===== src/rtl/satarx_descrambler.sv =====
// SATA link-layer receive descrambler: XORs frame payload words with the per-frame LFSR sequence,
// enforces MAX_WORDS and closes aborted frames. Define SATARX_DESCRAMBLER_SKID_EN for a registered-ready input skid.
module satarx_descrambler #(
    parameter logic [15:0] POLYNOMIAL = 16'ha011,
    parameter logic [15:0] INITIAL    = 16'hffff,
    parameter int          MAX_WORDS  = 2049
) (
    input  logic        S_AXI_ACLK,
    input  logic        S_AXI_ARESET,
    input  logic        i_abort,
    input  logic        S_AXIS_TVALID,
    output logic        S_AXIS_TREADY,
    input  logic [31:0] S_AXIS_TDATA,
    input  logic        S_AXIS_TLAST,
    output logic        M_AXIS_TVALID,
    input  logic        M_AXIS_TREADY,
    output logic [31:0] M_AXIS_TDATA,
    output logic        M_AXIS_TLAST,
    output logic        M_AXIS_TABORT,
    output logic        o_overflow
);

    typedef enum logic [1:0] {
        ST_IDLE  = 2'd0,
        ST_FRAME = 2'd1,
        ST_DROP  = 2'd2,
        ST_ABORT = 2'd3
    } state_t;

    localparam logic [11:0] LAST_IDX = 12'(MAX_WORDS - 1);

    // Runs the Galois LFSR 32 steps; returns {next fill, prn word} with step k landing on bit k.
    function automatic logic [47:0] lfsr_word(input logic [15:0] fill);
        logic [15:0] f;
        logic [31:0] prn;
        f   = fill;
        prn = '0;
        for (int k = 0; k < 32; k++) begin
            prn[k] = f[15];
            f      = {f[14:0], 1'b0} ^ (f[15] ? POLYNOMIAL : 16'h0000);
        end
        return {f, prn};
    endfunction

    state_t      r_state;
    logic [15:0] r_fill;
    logic [11:0] r_count;
    logic        r_vld_p1;
    logic [31:0] r_data_p1;
    logic        r_last_p1;
    logic        r_abort_p1;
    logic        r_ovf_p1;

    state_t      w_state_nxt;
    logic [15:0] w_fill_nxt;
    logic [11:0] w_count_nxt;
    logic        w_vld_nxt;
    logic [31:0] w_data_nxt;
    logic        w_last_nxt;
    logic        w_abort_nxt;
    logic        w_ovf_nxt;

    logic        w_out_free;
    logic        w_s_acc;
    logic        w_cand_vld;
    logic [31:0] w_cand_data;
    logic        w_cand_last;
    logic        w_take;
    logic [47:0] w_lfsr;

    assign w_out_free = !r_vld_p1 || M_AXIS_TREADY;
    assign w_take     = w_cand_vld && w_out_free && !i_abort;
    assign w_lfsr     = lfsr_word(r_fill);

`ifdef SATARX_DESCRAMBLER_SKID_EN
    logic        r_skid_vld;
    logic [31:0] r_skid_data;
    logic        r_skid_last;
    logic        r_tready;
    logic        w_skid_vld_nxt;

    assign S_AXIS_TREADY = r_tready;
    assign w_s_acc       = S_AXIS_TVALID && r_tready;
    assign w_cand_vld    = r_skid_vld || w_s_acc;
    assign w_cand_data   = r_skid_vld ? r_skid_data : S_AXIS_TDATA;
    assign w_cand_last   = r_skid_vld ? r_skid_last : S_AXIS_TLAST;

    // Skid holds at most one word; an abort discards whatever it holds along with the frame.
    always_comb begin
        w_skid_vld_nxt = r_skid_vld;
        if (i_abort) begin
            w_skid_vld_nxt = 1'b0;
        end else if (r_skid_vld) begin
            if (w_take) begin
                w_skid_vld_nxt = 1'b0;
            end
        end else if (w_s_acc && !w_out_free) begin
            w_skid_vld_nxt = 1'b1;
        end
    end

    always_ff @(posedge S_AXI_ACLK) begin
        if (S_AXI_ARESET) begin
            r_skid_vld  <= 1'b0;
            r_skid_data <= '0;
            r_skid_last <= 1'b0;
            r_tready    <= 1'b0;
        end else begin
            r_skid_vld <= w_skid_vld_nxt;
            r_tready   <= !w_skid_vld_nxt && (w_state_nxt != ST_ABORT);
            if (!r_skid_vld && w_s_acc && !w_out_free) begin
                r_skid_data <= S_AXIS_TDATA;
                r_skid_last <= S_AXIS_TLAST;
            end
        end
    end
`else
    assign S_AXIS_TREADY = !S_AXI_ARESET && (r_state != ST_ABORT) && w_out_free;
    assign w_s_acc       = S_AXIS_TVALID && S_AXIS_TREADY;
    assign w_cand_vld    = w_s_acc;
    assign w_cand_data   = S_AXIS_TDATA;
    assign w_cand_last   = S_AXIS_TLAST;
`endif

    always_comb begin
        w_state_nxt = r_state;
        w_fill_nxt  = r_fill;
        w_count_nxt = r_count;
        w_ovf_nxt   = 1'b0;
        if (w_out_free) begin
            w_vld_nxt   = 1'b0;
            w_data_nxt  = '0;
            w_last_nxt  = 1'b0;
            w_abort_nxt = 1'b0;
        end else begin
            w_vld_nxt   = r_vld_p1;
            w_data_nxt  = r_data_p1;
            w_last_nxt  = r_last_p1;
            w_abort_nxt = r_abort_p1;
        end

        case (r_state)
            ST_IDLE, ST_FRAME: begin
                if (i_abort) begin
                    w_state_nxt = (r_state == ST_FRAME) ? ST_ABORT : ST_IDLE;
                    w_fill_nxt  = INITIAL;
                    w_count_nxt = '0;
                end else if (w_take) begin
                    w_vld_nxt   = 1'b1;
                    w_data_nxt  = w_cand_data ^ w_lfsr[31:0];
                    w_last_nxt  = w_cand_last;
                    w_abort_nxt = 1'b0;
                    w_fill_nxt  = w_lfsr[47:32];
                    w_count_nxt = r_count + 12'd1;
                    w_state_nxt = ST_FRAME;
                    if (w_cand_last) begin
                        w_state_nxt = ST_IDLE;
                        w_fill_nxt  = INITIAL;
                        w_count_nxt = '0;
                    end else if (r_count == LAST_IDX) begin
                        // Oversized frame: close it here as truncated and swallow the rest.
                        w_last_nxt  = 1'b1;
                        w_abort_nxt = 1'b1;
                        w_ovf_nxt   = 1'b1;
                        w_state_nxt = ST_DROP;
                        w_fill_nxt  = INITIAL;
                        w_count_nxt = '0;
                    end
                end
            end
            ST_DROP: begin
                if (i_abort || (w_take && w_cand_last)) begin
                    w_state_nxt = ST_IDLE;
                    w_fill_nxt  = INITIAL;
                    w_count_nxt = '0;
                end
            end
            ST_ABORT: begin
                if (w_out_free) begin
                    w_vld_nxt   = 1'b1;
                    w_data_nxt  = '0;
                    w_last_nxt  = 1'b1;
                    w_abort_nxt = 1'b1;
                    w_state_nxt = ST_IDLE;
                end
            end
            default: begin
                w_state_nxt = ST_IDLE;
                w_fill_nxt  = INITIAL;
                w_count_nxt = '0;
            end
        endcase
    end

    // Stage p1: output register feeding M_AXIS.
    always_ff @(posedge S_AXI_ACLK) begin
        if (S_AXI_ARESET) begin
            r_state    <= ST_IDLE;
            r_fill     <= INITIAL;
            r_count    <= '0;
            r_vld_p1   <= 1'b0;
            r_data_p1  <= '0;
            r_last_p1  <= 1'b0;
            r_abort_p1 <= 1'b0;
            r_ovf_p1   <= 1'b0;
        end else begin
            r_state    <= w_state_nxt;
            r_fill     <= w_fill_nxt;
            r_count    <= w_count_nxt;
            r_vld_p1   <= w_vld_nxt;
            r_data_p1  <= w_data_nxt;
            r_last_p1  <= w_last_nxt;
            r_abort_p1 <= w_abort_nxt;
            r_ovf_p1   <= w_ovf_nxt;
        end
    end

    assign M_AXIS_TVALID = r_vld_p1;
    assign M_AXIS_TDATA  = r_data_p1;
    assign M_AXIS_TLAST  = r_last_p1;
    assign M_AXIS_TABORT = r_abort_p1;
    assign o_overflow    = r_ovf_p1;

endmodule


===== config.mk =====
export PLATFORM = sky130hd
export DESIGN_NAME = satarx_descrambler
export DESIGN_NICKNAME = d
export VERILOG_FILES = /design/src/rtl/satarx_descrambler.sv
export SDC_FILE = /design/constraint.sdc
export NUM_CORES = 1
export LEC_CHECK = 0
export CAP_MARGIN = 20
export CORE_UTILIZATION = 54
export DETAILED_ROUTE_END_ITERATION = 8
export PLACE_DENSITY = 0.78
export SKIP_LAST_GASP = 1
export SYNTH_ARGS = -nofsm -noshare
export SYNTH_HDL_FRONTEND = slang
export SYNTH_SLANG_ARGS = --single-unit

===== constraint.sdc =====
create_clock -name S_AXI_ACLK -period 3.25 [get_ports S_AXI_ACLK]
set_input_delay 0.65 -clock S_AXI_ACLK [delete_from_list [all_inputs] [get_ports S_AXI_ACLK]]
set_output_delay 0.65 -clock S_AXI_ACLK [all_outputs]
set_load 0.005 [all_outputs]

==> results of run 1 <==
worst max path at each step:
stage	startpoint	end	depth (start not counted)
final	r_fill[2]	r_fill[4]	8
after global routing	r_fill[14]	M_AXIS_TDATA[28]	9
after CTS	r_fill[15]	r_fill[14]	9
after detailed placement	r_fill[15]	M_AXIS_TDATA[28]	9
after global placement	r_fill[14]	r_fill[14]	10
after floorplan	r_fill[15]	r_fill[14]	9
kinds of logic (layout without fill, tap and decap cells):
family                   Yosys count  count (layout)  share of synthesized area [%]
XOR/XNOR                         159             159                           45.2
buffers and inverters             31             125                           3.37
AO/OA/AOI/OAI                     64              64                           9.45
flip-flops                        66              66                           30.4
AND/OR/NAND/NOR                  113             113                           11.0
adder cells (fa/ha/maj)            2               2                          0.576
cell type report:
class,instances,share of cell area [%]
inverter,3,0.204
multi-input combinational,338,52.3
clock inverter,2,0.633
sequential,66,23.9
tap,102,2.31
timing repair buffer,106,17.7
clock buffer,14,2.94
sequential cells by signal (all words and copies together) (netlist names):
name	cells
o_overflow	1
M_AXIS_TVALID	1
r_state	2
M_AXIS_TABORT	1
M_AXIS_TDATA	32
r_fill	16
M_AXIS_TLAST	1
r_count	12
tightest hold or removal path, delay by kind of cell, from the launching register on:
family / cells / cell delay [ps]
AND/OR/NAND/NOR: 1 / 50
AO/OA/AOI/OAI: 1 / 50
flip-flops: 1 / 310
metrics by stage:
step	worst slack, ps	instance area [µm²]	hold slack (ps)
2_1_floorplan	291	4340	442
3_3_place_gp	131	5320	438
3_5_place_dp	155	5320	441
4_1_cts	119	5510	451
5_1_grt	10.1	5530	481
6_report	130	5530	449
Yosys cell counts (all sizes together):
master | count | share of area (%)
xnor2 | 74 | 17
dfxtp | 66 | 30
xor2 | 55 | 12
nor2 | 51 | 4.4
nand2 | 36 | 3.1
xnor3 | 25 | 13
a22oi | 19 | 3.3
clkbuf | 16 | 1.4
o21ai | 16 | 1.8
a21oi | 13 | 1.5
buf | 12 | 1.7
nand3 | 8 | 0.92
o211ai | 6 | 1.0
and3 | 5 | 0.72
xor3 | 5 | 2.9
nor3 | 4 | 0.46
inv | 3 | 0.26
nor2b | 3 | 0.43
a21o | 2 | 0.35
a22o | 2 | 0.40
a31oi | 2 | 0.29
ha | 2 | 0.58
a21boi | 1 | 0.17
nand2b | 1 | 0.14
nand4 | 1 | 0.14
nor3b | 1 | 0.17
nor4 | 1 | 0.14
nor4b | 1 | 0.20
o21a | 1 | 0.17
o21bai | 1 | 0.17
o311a | 1 | 0.23
or3 | 1 | 0.14
layer usage:
layer  global-route usage [%]  share of wire (%)
met5                        0                  0
met4                     14.4                3.7
met3                     4.31                5.0
met2                     47.1                 50
met1                     34.2                 41
==> summary.md, run 1 <==
Synthesis produced a netlist whose cell count is 435. The largest individual stage delay along the critical path comes from the cell xnor3_1. Summed over all failing endpoints, the final setup total negative slack is 0 ps. The effective utilization at floorplan was 55.9%; the detailed placer's ending HPWL was 8.49 mm. The number of buffer and inverter instances along the worst setup path works out to 1. The number of gates resized after CTS was 0.

The synthesized area came out at 0.00434 mm². In this run the standard cell core region covers 0.00777 mm². The sink count of the clock tree came out at 66.

The layout-stage area growth over the synthesis result was 27.4%; the minimum setup slack among reg-to-reg paths was 130 ps. Headroom to the max-slew limit came out at 50.2%. Clock-pin slew on the worst setup and hold paths: 70 ps. The initial antenna violation count came out at 0. The number of iterations in the first detailed-routing pass came out at 5. Number of warnings printed during yosys synthesis: 0. The finished layout holds 631 standard cells, fillers aside.

In the final layout, flip-flops and latches occupy 0.00132 mm². The number of antenna diodes in the final layout is 0. The run gives 43 as the distinct cell type count of the synthesized netlist. Along the worst path, the maximum fanout reaches 7. The number of nets in the synthesized netlist is 475. In this run the horizontal extent of the chip is 91.7 µm.

In the routed layout, each cell is associated on average with a via count of 5.31. Once the clock tree was built, the setup fixing pass inserted 0 buffers. In the final layout, the share of cells above drive strength 1 is 12.7%. Of the synthesized area, sequential elements account for 30.4%. The average instance in the mapped netlist occupies 9.98 µm². The library cell used most frequently in the layout, excluding fill and tap cells, is clkdlybuf4s50_1. TritonCTS built the clock tree. Setup repair after global routing left no endpoint under its margin. After floorplanning, the core was divided into 32 placement rows. The die covers 0.00841 mm². The logs give 0.952 for the final estimated routing congestion in global placement and 3340 ps for the worst endpoint data arrival time. By startpoint and endpoint, the worst setup path is classified as flop to flop. Family with the most delay on the worst path: XOR/XNOR gates.

The register bit total from synthesis came out at 66. The clock latency at the later pin of the worst-skew pair was 340 ps. The tools report the maximum count of clock buffers along a single path as 2. During placement, the flow inserted port buffers numbering 74. In the layout the commonest cells are clkdlybuf4s50_1, xnor2_1, dfxtp_1, nor2_1, xor2_1. For the combined global-route utilization of all metal layers, the log shows 27.8%. The instance count along the most critical hold path was 2; the die extent in y was 91.7 µm. The tools report the count of unresolved DRC violations after routing as 0.

The logs give 3,419 for the via count of the first global-routing pass and 3 for the number of levels in the clock H-tree. The count of final hold-check violations was 0; the number of clock buffers inserted by TritonCTS was 9. Once layout is complete, the utilization of the core stands at 71.2%.

CTS root buffer: clkbuf_8. The tools report the worst reg2reg path startpoint as r_fill[2]. The net count of the finished layout is 564, and the area of the multi-input gates is 0.00289 mm². The first global-routing pass estimated 17.5 mm of wire. Number of top-level design ports: 75. The run finished with clean final reports. The highest clock rate was 0.320 GHz. The min-delay analysis places its worst path in the category flop to flop.

Largest clock skew in the final design: 8.24 ps. The critical path goes through xnor3_1, xor2_1, xnor3_1, xor2_2, xnor2_2, buf_4, xor2_1, o21ai_0. The instance count after placement with tap cells included is 614. The number of max-slew violations in the final report was 0; the max capacitance violation total was 0. At the pin with the least slew margin, the transition time is 741 ps. The smallest clock period supported by the final layout is computed as 3120 ps. Critical path endpoint category: a flop. The total of endpoints with negative setup slack in the final report is 0. The type of element launching the critical path is a flop. Summing over every cut layer, the via total after detailed routing is 3,350. The number of cells on the worst reg-to-reg path is 8. In this run the remaining antenna-violating nets after routing total 0. In this run the critical register-to-register path is captured at r_fill[4].

Summed over all layers, the routed wires come to 10.9 mm. Entering global routing, the biggest net connects 36 pins. Global routing finished with a remaining overflow of 0.

The violation count after the first detailed-routing iteration was 158. The worst hold path begins at M_AXIS_TDATA[28]. Final critical-path share of the clock period: 96.0%. The routed wirelength normalized by instance count was 17.3 µm.

The number of hold-repair buffers added at the cts stage was 0. The filler cells instantiated in the layout total 596. The largest single stage delay on the critical path is 580 ps.

The path with the worst hold slack has its endpoint at M_AXIS_TDATA[28]. For the required time of the critical path, the log shows 3470 ps.
Power of run 1 is left out: the tool's default activity adds up to more than one toggle a clock period on the data nets, which glitch-free logic cannot reach.
==> run 2: changes to the inputs <==
--- a/config.mk
+++ b/config.mk
@@ -6,9 +6,9 @@
 export NUM_CORES = 1
 export LEC_CHECK = 0
 export CAP_MARGIN = 20
-export CORE_UTILIZATION = 54
+export CORE_UTILIZATION = 35
 export DETAILED_ROUTE_END_ITERATION = 8
-export PLACE_DENSITY = 0.78
+export PLACE_DENSITY = 0.54
 export SKIP_LAST_GASP = 1
 export SYNTH_ARGS = -nofsm -noshare
 export SYNTH_HDL_FRONTEND = slang
==> run 2 against run 1 <==
Core utilization is 24 points lower. Final cell count is 11% higher. Sequential share of layout area is 0.74 points lower. Critical path depth stayed put. Die area is 53% higher. Clock-buffer cell count is 3 lower. Maximum frequency is 0.90% higher. Via count is 2.5% lower. Global-route usage is 8.4 points lower. First-iteration DRC count is 37% higher. Worst hold slack better by 4.1 ps. Cell area is 3.0% higher.
==> summary.md, run 2 (synthesis gave the netlist of run 1 again) <==
The critical path endpoint category was a flop (unchanged). The transition time at the pin with the least slew margin came out at 625 ps (was 741 ps). The cell count of the worst reg-to-reg path came out at 8 (unchanged). The tools report the beginning of the critical path as r_fill[15] (was r_fill[2]). The minimum setup slack among reg-to-reg paths is 160 ps (was 130 ps).

The number of top-level design ports is 75 (unchanged). Leading cell types in the layout, fill and taps excluded: clkdlybuf4s50_1, dfxtp_1, xnor2_1, nor2_1, xor2_1 (was clkdlybuf4s50_1, xnor2_1, dfxtp_1, nor2_1, xor2_1). The tools report the combined global-route utilization of all metal layers as 19.4% (was 27.8%). CP Cell Sequence: xnor2_4, xnor3_1, xnor3_2, xor3_4, xnor3_1, xnor2_1, xnor2_1, o21ai_1 (was xnor3_1, xor2_1, xnor3_1, xor2_2, xnor2_2, buf_4, xor2_1, o21ai_0). The max-slew headroom at the worst pin came out at 58.0% (was 50.2%). The run gives 1,176 (was 596) as the count of filler cells inserted in the layout. The flow ran to the end, and the final reports show no timing, DRC or antenna violations.

The wire length reported by the detailed router is 11.6 mm (was 10.9 mm), and the time the worst path needs with I/O delays and setup is 3090 ps (was 3120 ps). Number of cells on the critical path: 8 (unchanged). The share of final-layout standard cells stronger than drive strength 1 came out at 13.0% (was 12.7%). The clock-pin slew on the worst setup and hold paths is 50 ps (was 70 ps). CTS root buffer: clkbuf_16 (was clkbuf_8).

The number of standard-cell rows in the floorplan is 40 (was 32), and the largest clock skew in the final design is 10.7 ps (was 8.24 ps). The type of element launching the critical path was a flop (unchanged). TritonCTS built the clock tree.

The count of unresolved DRC violations after routing was 0 (unchanged); the total of endpoints with negative setup slack in the final report was 0 (unchanged). For the total core area, the log shows 0.0121 mm² (was 0.00777 mm²). The largest incremental delay on the critical path came out at 570 ps (was 580 ps). The flip-flop count of the largest register, all copies and words added is 32 (unchanged), and the total via count after detailed routing is 3,267 (was 3,350). Sink count of the clock tree: 66 (unchanged).

For the antenna diode count, the log shows 0 (unchanged). The critical path capture point was M_AXIS_TDATA[28] (was r_fill[4]). The run gives 0 (unchanged) as the total congestion overflow. The final critical-path share of the clock period came out at 95.2% (was 96.0%). The tools report the endpoint of the worst-slack reg-to-reg timing path as M_AXIS_TDATA[28] (was r_fill[4]). The area enclosed by the die boundary is 0.0129 mm² (was 0.00841 mm²), and the via count of the first global-routing pass is 3,231 (was 3,419). For the clock latency at the later pin of the worst-skew pair, the log shows 340 ps (about the same). Setup repair after global routing could not meet its margin everywhere. The number of buffer and inverter instances along the worst setup path was 0 (was 1); the number of clock buffers inserted by TritonCTS was 9 (unchanged). Maximum number of pins on one net before global-route repair: 31 (was 36).

The worst-path maximum fanout was 6 (was 7). The class of the tightest hold or removal check was flop to flop (unchanged). Area of the multi-input gates: 0.00290 mm² (was 0.00289 mm²).

The most common cell after layout, fill and taps aside is clkdlybuf4s50_1 (unchanged). The tools report the source of the worst hold timing path as M_AXIS_TDATA[7] (was M_AXIS_TDATA[28]). The logs give 0 (unchanged) for the max capacitance violation total and 453 ps (was 449 ps) for the worst hold slack after final layout. For the number of levels in the clock H-tree, the log shows 3 (unchanged). The post-detailed-route via-to-cell ratio is 4.67 (was 5.31). Net count of the finished layout: 567 (was 564). The violation count after the first detailed-routing iteration is 217 (was 158). The critical setup path kind is flop to flop (unchanged).

The number of max-slew violations in the final report is 0 (unchanged), and the worst endpoint data arrival time is 3300 ps (was 3340 ps). For the first-pass GRT wire length, the log shows 18.2 mm (was 17.5 mm). Horizontal die dimension: 113 µm (was 91.7 µm). The effective utilization at floorplan was 36.0% (was 55.9%). The run gives 0 (unchanged) as the post-cts gate resize count. The routed wirelength normalized by instance count is 16.7 µm (was 17.3 µm). Family with the most delay on the worst path: XOR/XNOR gates (unchanged). The die extent in y is 113 µm (was 91.7 µm), and the number of routed nets with antenna violations is 0 (unchanged). The final design utilization is 47.2% (was 71.2%).

The area of placed instances is 0.00543 mm² (was 0.00532 mm²), and the detailed placer's ending HPWL is 9.10 mm (was 8.49 mm). The count of final hold-check violations is 0 (unchanged). The tools report the worst reg2reg path startpoint as r_fill[15] (was r_fill[2]).

The run gives 3460 ps (was 3470 ps) as the required time of the critical path. The tools report the total non-filler cell area in the finished layout as 0.00570 mm² (was 0.00553 mm²). The number of buffers added for setup after CTS is 0 (unchanged), and the number of iterations in the first detailed-routing pass is 4 (was 5). The sequential standard cell area is 0.00132 mm² (about the same), and the final estimated routing congestion in global placement is 0.907 (was 0.952).

The number of hold-repair buffers added at the cts stage is 0 (unchanged). The maximum count of clock buffers along a single path is 2 (unchanged). The highest clock rate was 0.323 GHz (was 0.320 GHz); the number of buffers added on ports was 74 (unchanged). The highest-delay cell along the critical path was xor3_4 (was xnor3_1). The layout-stage area growth over the synthesis result is 31.2% (was 27.4%), and the initial antenna violation count is 0 (unchanged).
## run 2: cell count changes in the layout (fill, tap and decap cells not counted), moves of 2 or more
cell	previous run	this run
dfxtp_1	64	66
clkinv_2	1	4
dfxtp_2	2	0
clkbuf_16	0	9
clkbuf_8	11	0
buf_4	32	35
## run 2: worst min-delay path: cells and delay by family, from the launching register on
family	cells	cell delay, ps
flops	1	300
simple gates	1	50
compound gates	1	50
## run 2: area by class of cell
type,instances,share of cell area (%)
clock inverters,4,0.351
clock buffers,11,4.09
multi-input cells,338,50.9
flip-flops and latches,66,23.2
well taps,168,3.69
inverters,3,0.198
repair buffers,109,17.6
## run 2: how the worst min path moves through the flow
stage	end	cells past startpoint	slack [ps]
2_1_floorplan	M_AXIS_TDATA[28]	2	440
3_3_place_gp	M_AXIS_TDATA[15]	2	440
3_5_place_dp	M_AXIS_TDATA[2]	2	450
4_1_cts	M_AXIS_TDATA[2]	2	450
5_1_grt	M_AXIS_TDATA[7]	2	480
6_report	M_AXIS_TDATA[7]	2	450
## run 2: metal layers
layer	GRT usage (%)	vias to the layer above	part of all wire, %
li1	-	1619	-
met1	26.0	1544	47
met2	30.5	90	45
met3	3.99	14	5.1
met4	8.25	0	2.0
met5	0	-	0
## run 2: per-stage QoR
stage	TNS [ps]	setup WS [ps]	cells
after floorplan	0	291	435
after global placement	0	70.9	684
after detailed placement	0	109	684
after CTS	0	75.0	699
after global routing	-11.0	-11.0	699
final	0	157	699
Power of run 2 is left out for the same reason.
==> RTL change 1: new RTL, flow settings as in run 2 <==
One comparison of `r_count` changes from == to >=.
--- a/src/rtl/satarx_descrambler.sv
+++ b/src/rtl/satarx_descrambler.sv
@@ -157,7 +157,7 @@
                         w_state_nxt = ST_IDLE;
                         w_fill_nxt  = INITIAL;
                         w_count_nxt = '0;
-                    end else if (r_count == LAST_IDX) begin
+                    end else if (r_count >= LAST_IDX) begin
                         // Oversized frame: close it here as truncated and swallow the rest.
                         w_last_nxt  = 1'b1;
                         w_abort_nxt = 1'b1;
Behaviour: no difference found for any inputs over 4 cycles, from zero or initial values and one cycle with S_AXI_ARESET high; that may be too few to reach the edited logic, so the function may still have changed.
==> RTL change 1 against run 2 <==
- worst setup slack improved by 2.1 ps
- area after synthesis increased by 0.49%
- final area is 3.6% higher
- wire length is 0.52% lower
- sequential cell count unchanged
- clock skew fell by 3.9 ps
- die area up 0.49%
- critical endpoint is now M_AXIS_TDATA[27]
- highest routed layer unchanged
Power is not shown: default switching activity piles up to over one toggle a cycle in this logic, so the estimate is an artifact.
==> RTL change 1: results (changes against run 2) <==
- Ratio of cells with drive above 1 in the final layout: 15.15% (+2.2 points)
- Worst-Margin Slew: 684.6 ps (+59.81 ps)
- Vias after detailed routing: 3320 (+1.6%)
- Placer Congestion: 0.8782 (-3.1%)
- Sequential fraction of the synthesis area: 30.28% (-0.15 points)
- Dpl hpwl: 9.065 mm (-0.34%)
- Hold path start: M_AXIS_TDATA[3]
- Clock Skews: 6.795 ps (-3.867 ps)
- Worst-path fanout max: 5 (-1)
- Synth top area cells: dfxtp_1, xnor2_1, xor2_1, xnor3_1, nor2_1
- R2r startpoint: r_fill[13]
- Number of global-route vias before repair: 3340 (+3.4%)
- R2R Path End: M_AXIS_TDATA[27]
- First-pass GRT wire length: 18.43 mm (+1.3%)
- Largest net degree at the start of global routing: 34 (+9.7%)
- Final #Nets: 583 (+2.8%)
- Commonest cells in the synthesized netlist: xnor2_1, dfxtp_1, xor2_1
- Starting DRT DRC Count: 186 (-14%)
- Yosys cell types: 39 (-9.3%)
- GRT Total Usage: 19.09% (-0.33 points)
- Post-Syn Nets: 482 (+1.5%)
- Clk buf depth: 2 (unchanged)
- Outcome: finished, final reports clean
- Hold Path Sink: M_AXIS_TDATA[3]
- Synth async-reset ratio: 0% (unchanged)
- Commonest non-fill, non-tap cell in the layout: xnor2_1
- Worst Path Arrival: 3290 ps (about the same)
- Total wire length: 11.58 mm (-0.52%)
==> RTL change 1: timing repair <==
| action | 4_1_cts | 5_1_grt |
|---|---|---|
| gates resized for setup | 1 | 7 |
| setup endpoints to repair | 1 | 7 |
| pin swaps | 0 | 1 |
| setup buffers | 0 | 1 |
| hold buffers | 0 | 0 |
| cloned | 0 | 0 |
==> RTL change 1: metrics by stage <==
stage | hold slack (ps) | cells | instance area [µm²] | setup slack, ps
floorplan | 441.9 | 442 | 4364 | 50.68
global placement | 439.7 | 699 | 5513 | 90.11
detailed placement | 447.5 | 699 | 5513 | 7.634
CTS | 456.9 | 715 | 5864 | 1.878
global route | 473.3 | 716 | 5899 | 4.693
finish | 451.5 | 716 | 5899 | 159.5
==> RTL change 1: layout make-up <==
cell class              instances  area [µm²]
clock buffers                   9       225.2
clock inverters                 7       125.1
fillers                      1143        6162
inverters                       4       15.01
multi-input cells             344        2929
flip-flops and latches         66        1324
well taps                     168       210.2
repair buffers                118        1071
==> RTL change 1: cells by family after synthesis <==
kind of cell	after synthesis	synth area share, %
XOR/XNOR	175	46.19
AND/OR/NAND/NOR	105	10.03
flip-flops	66	30.28
AO/OA/AOI/OAI	62	9.605
buffers and inverters	32	3.326
adder cells (fa/ha/maj)	2	0.5733
==> RTL change 1: critical path, cell delays in order, from the launching register on <==
cell,delay [ps]
dfxtp_1,430
xor3_2,380
xnor3_1,450
xor3_4,510
xnor3_1,440
xnor3_2,350
xor2_2,180
xnor2_1,140
o21ai_1,70
==> RTL change 1: how the worst max path moves through the flow <==
| stage | from | endpoint | slack (ps) | cells after the start |
|---|---|---|---|---|
| 6_report | r_fill[13] | M_AXIS_TDATA[27] | 160 | 8 |
| 5_1_grt | r_fill[13] | M_AXIS_TDATA[27] | 5 | 8 |
| 4_1_cts | r_fill[12] | M_AXIS_TDATA[27] | 2 | 9 |
| 3_5_place_dp | r_fill[12] | M_AXIS_TDATA[27] | 8 | 9 |
| 3_3_place_gp | r_fill[12] | M_AXIS_TDATA[27] | 90 | 9 |
| 2_1_floorplan | r_fill[12] | M_AXIS_TDATA[27] | 50 | 9 |
==> RTL change 1: per-layer routing <==
metal,wire [µm],vias up,track usage (%)
li1,-,1664,-
met1,5298,1563,24.96
met2,5610,81,31.83
met3,508,12,3.719
met4,161,0,5.877
met5,0,-,0
==> RTL change 2: new RTL, settings of run 2 <==
Without the edit above. Build with the macro `SATARX_DESCRAMBLER_SKID_EN` defined.
--- a/src/rtl/satarx_descrambler.sv
+++ b/src/rtl/satarx_descrambler.sv
@@ -1,5 +1,7 @@
 // SATA link-layer receive descrambler: XORs frame payload words with the per-frame LFSR sequence,
 // enforces MAX_WORDS and closes aborted frames. Define SATARX_DESCRAMBLER_SKID_EN for a registered-ready input skid.
+`define SATARX_DESCRAMBLER_SKID_EN
+
 module satarx_descrambler #(
     parameter logic [15:0] POLYNOMIAL = 16'ha011,
     parameter logic [15:0] INITIAL    = 16'hffff,
Formal check against the unedited RTL: not equivalent (Yosys sat finds a counterexample within 4 cycles, from zero or initial values and one cycle with S_AXI_ARESET high).
==> RTL change 2 against run 2 <==
- area after synthesis up 38%
- final cell count up 33%
- worst hold slack better by 4.6 ps
- final area up 30%
- sequential cell count up 35
- synthesized cell count up 45%
- worst setup slack better by 23 ps
- wire length up 42%
- sequential share of layout area up 4.2 points
- core utilization down 2.9 points
- critical path type unchanged
- critical endpoint is now M_AXIS_TDATA[29]
- largest cell class unchanged
Power is not shown: default switching activity piles up to over one toggle a cycle in this logic, so the estimate is an artifact.
==> RTL change 2: results (changes against run 2) <==
- Outcome: finished, final reports clean
- Clock latency on the worst-skew pair: 360 ps (+20 ps)
- Adder-Cell Fraction of Synth Area: 0.4162% (-0.16 points)
- Register Area: 2024 µm² (+53%)
- XOR/XNOR Fraction of Synth Area: 33.67% (-12 points)
- Syn avg cell area: 9.513 µm² (-4.7%)
- Clock Skews: 8.582 ps (-2.080 ps)
- WHS: 457.8 ps (+4.632 ps)
- Largest net degree at the start of global routing: 55 (+77%)
- Hold path start: r_skid_data[30]
- Rel. slew slack: 59.47% (+1.4 points)
- Crit path max-delay family: XOR/XNOR gates
- Synth async-reset ratio: 0% (unchanged)
- Ratio of cells with drive above 1 in the final layout: 12.15% (-0.85 points)
- Dpl ws: 101.1 ps (-7.737 ps)
- Synth top area cells: dfxtp_1, xnor2_1, xnor3_1, nand2_1, mux2i_1
- WL/cell: 17.78 µm (+6.8%)
- Final #Nets: 743 (+31%)
- WL met2: 8.004 mm (+51%)
- # fillers: 1666 (+42%)
- Starting DRT DRC Count: 206 (-5.1%)
- M1 wire length: 7.767 mm (+41%)
- Reg2Reg Setup Slack: 180 ps (+20 ps)
- Initial antenna violation count: 0 (unchanged)
- Placer Congestion: 0.8515 (-6.1%)
- Met2 track demand over resource: 32.90% (+2.4 points)
- Hold Path Sink: r_skid_data[30]
- Dpl hpwl: 12.10 mm (+33%)
- Slowest library cell on the worst path: dfxtp_1
- R2R depth: 8 (unchanged)
- Met3 wire len: 490 µm (-17%)
- Number of global-route vias before repair: 4518 (+40%)
- Sequential fraction of the synthesis area: 33.63% (+3.2 points)
- # placed instances: 912 (+33%)
- R2r startpoint: r_fill[9]
- Worst-path fanout max: 4 (-2)
- Mux cell area share after synthesis: 5.702% (+5.7 points)
- Post-Syn Nets: 672 (+41%)
- H-tree Lvls: 3 (unchanged)
- Routing usage on met1: 25.87% (-0.15 points)
- Synth Area in Compound Gates: 10.63% (+1.2 points)
- Commonest cells in the synthesized netlist: dfxtp_1, nand2_1, xnor2_1
- Vias after detailed routing: 4580 (+40%)
- GRT Total Usage: 19.62% (+0.20 points)
- Met3 usage: 2.874% (-1.1 points)
- Clk pin slew, worst setup/hold paths: 80 ps (+30 ps)
- First-pass GRT wire length: 26.03 mm (+43%)
- R2R Path End: M_AXIS_TDATA[29]
- Placed Area: 7087 µm² (+31%)
- Peak Freq: 325.8 MHz (+0.76%)
- Number of vias per cell: 4.935 (+5.6%)
- Worst Path Arrival: 3340 ps (+40 ps)
- Yosys cell types: 48 (+12%)
-- RTL change 2: what timing repair did --
| action | 4_1_cts | 5_1_grt |
|---|---|---|
| setup endpoints to repair | 0 | 3 |
| gates resized for setup | 0 | 4 |
| setup buffers | 0 | 0 |
-- RTL change 2: cell type report --
class	instances	share of cell area, %
Inverter	5	0.2537
Tap cell	220	3.721
Clock inverter	6	0.7781
Clock buffer	10	3.095
Sequential cell	101	27.37
Multi-Input combinational cell	480	51.59
Timing Repair Buffer	106	13.19
-- RTL change 2: tightest hold or removal path: stages (launching register included) --
cell	delay, ps
dfxtp_1	310
nand2_1	50
a21oi_1	50
-- RTL change 2: worst max path at each step --
stage,from,end,cells after the start
after floorplan,r_fill[15],M_AXIS_TDATA[29],9
after global placement,r_fill[9],M_AXIS_TDATA[19],8
after detailed placement,r_fill[9],M_AXIS_TDATA[19],8
after CTS,r_fill[9],M_AXIS_TDATA[29],8
after global routing,r_fill[9],M_AXIS_TDATA[29],8
final,r_fill[9],M_AXIS_TDATA[29],8
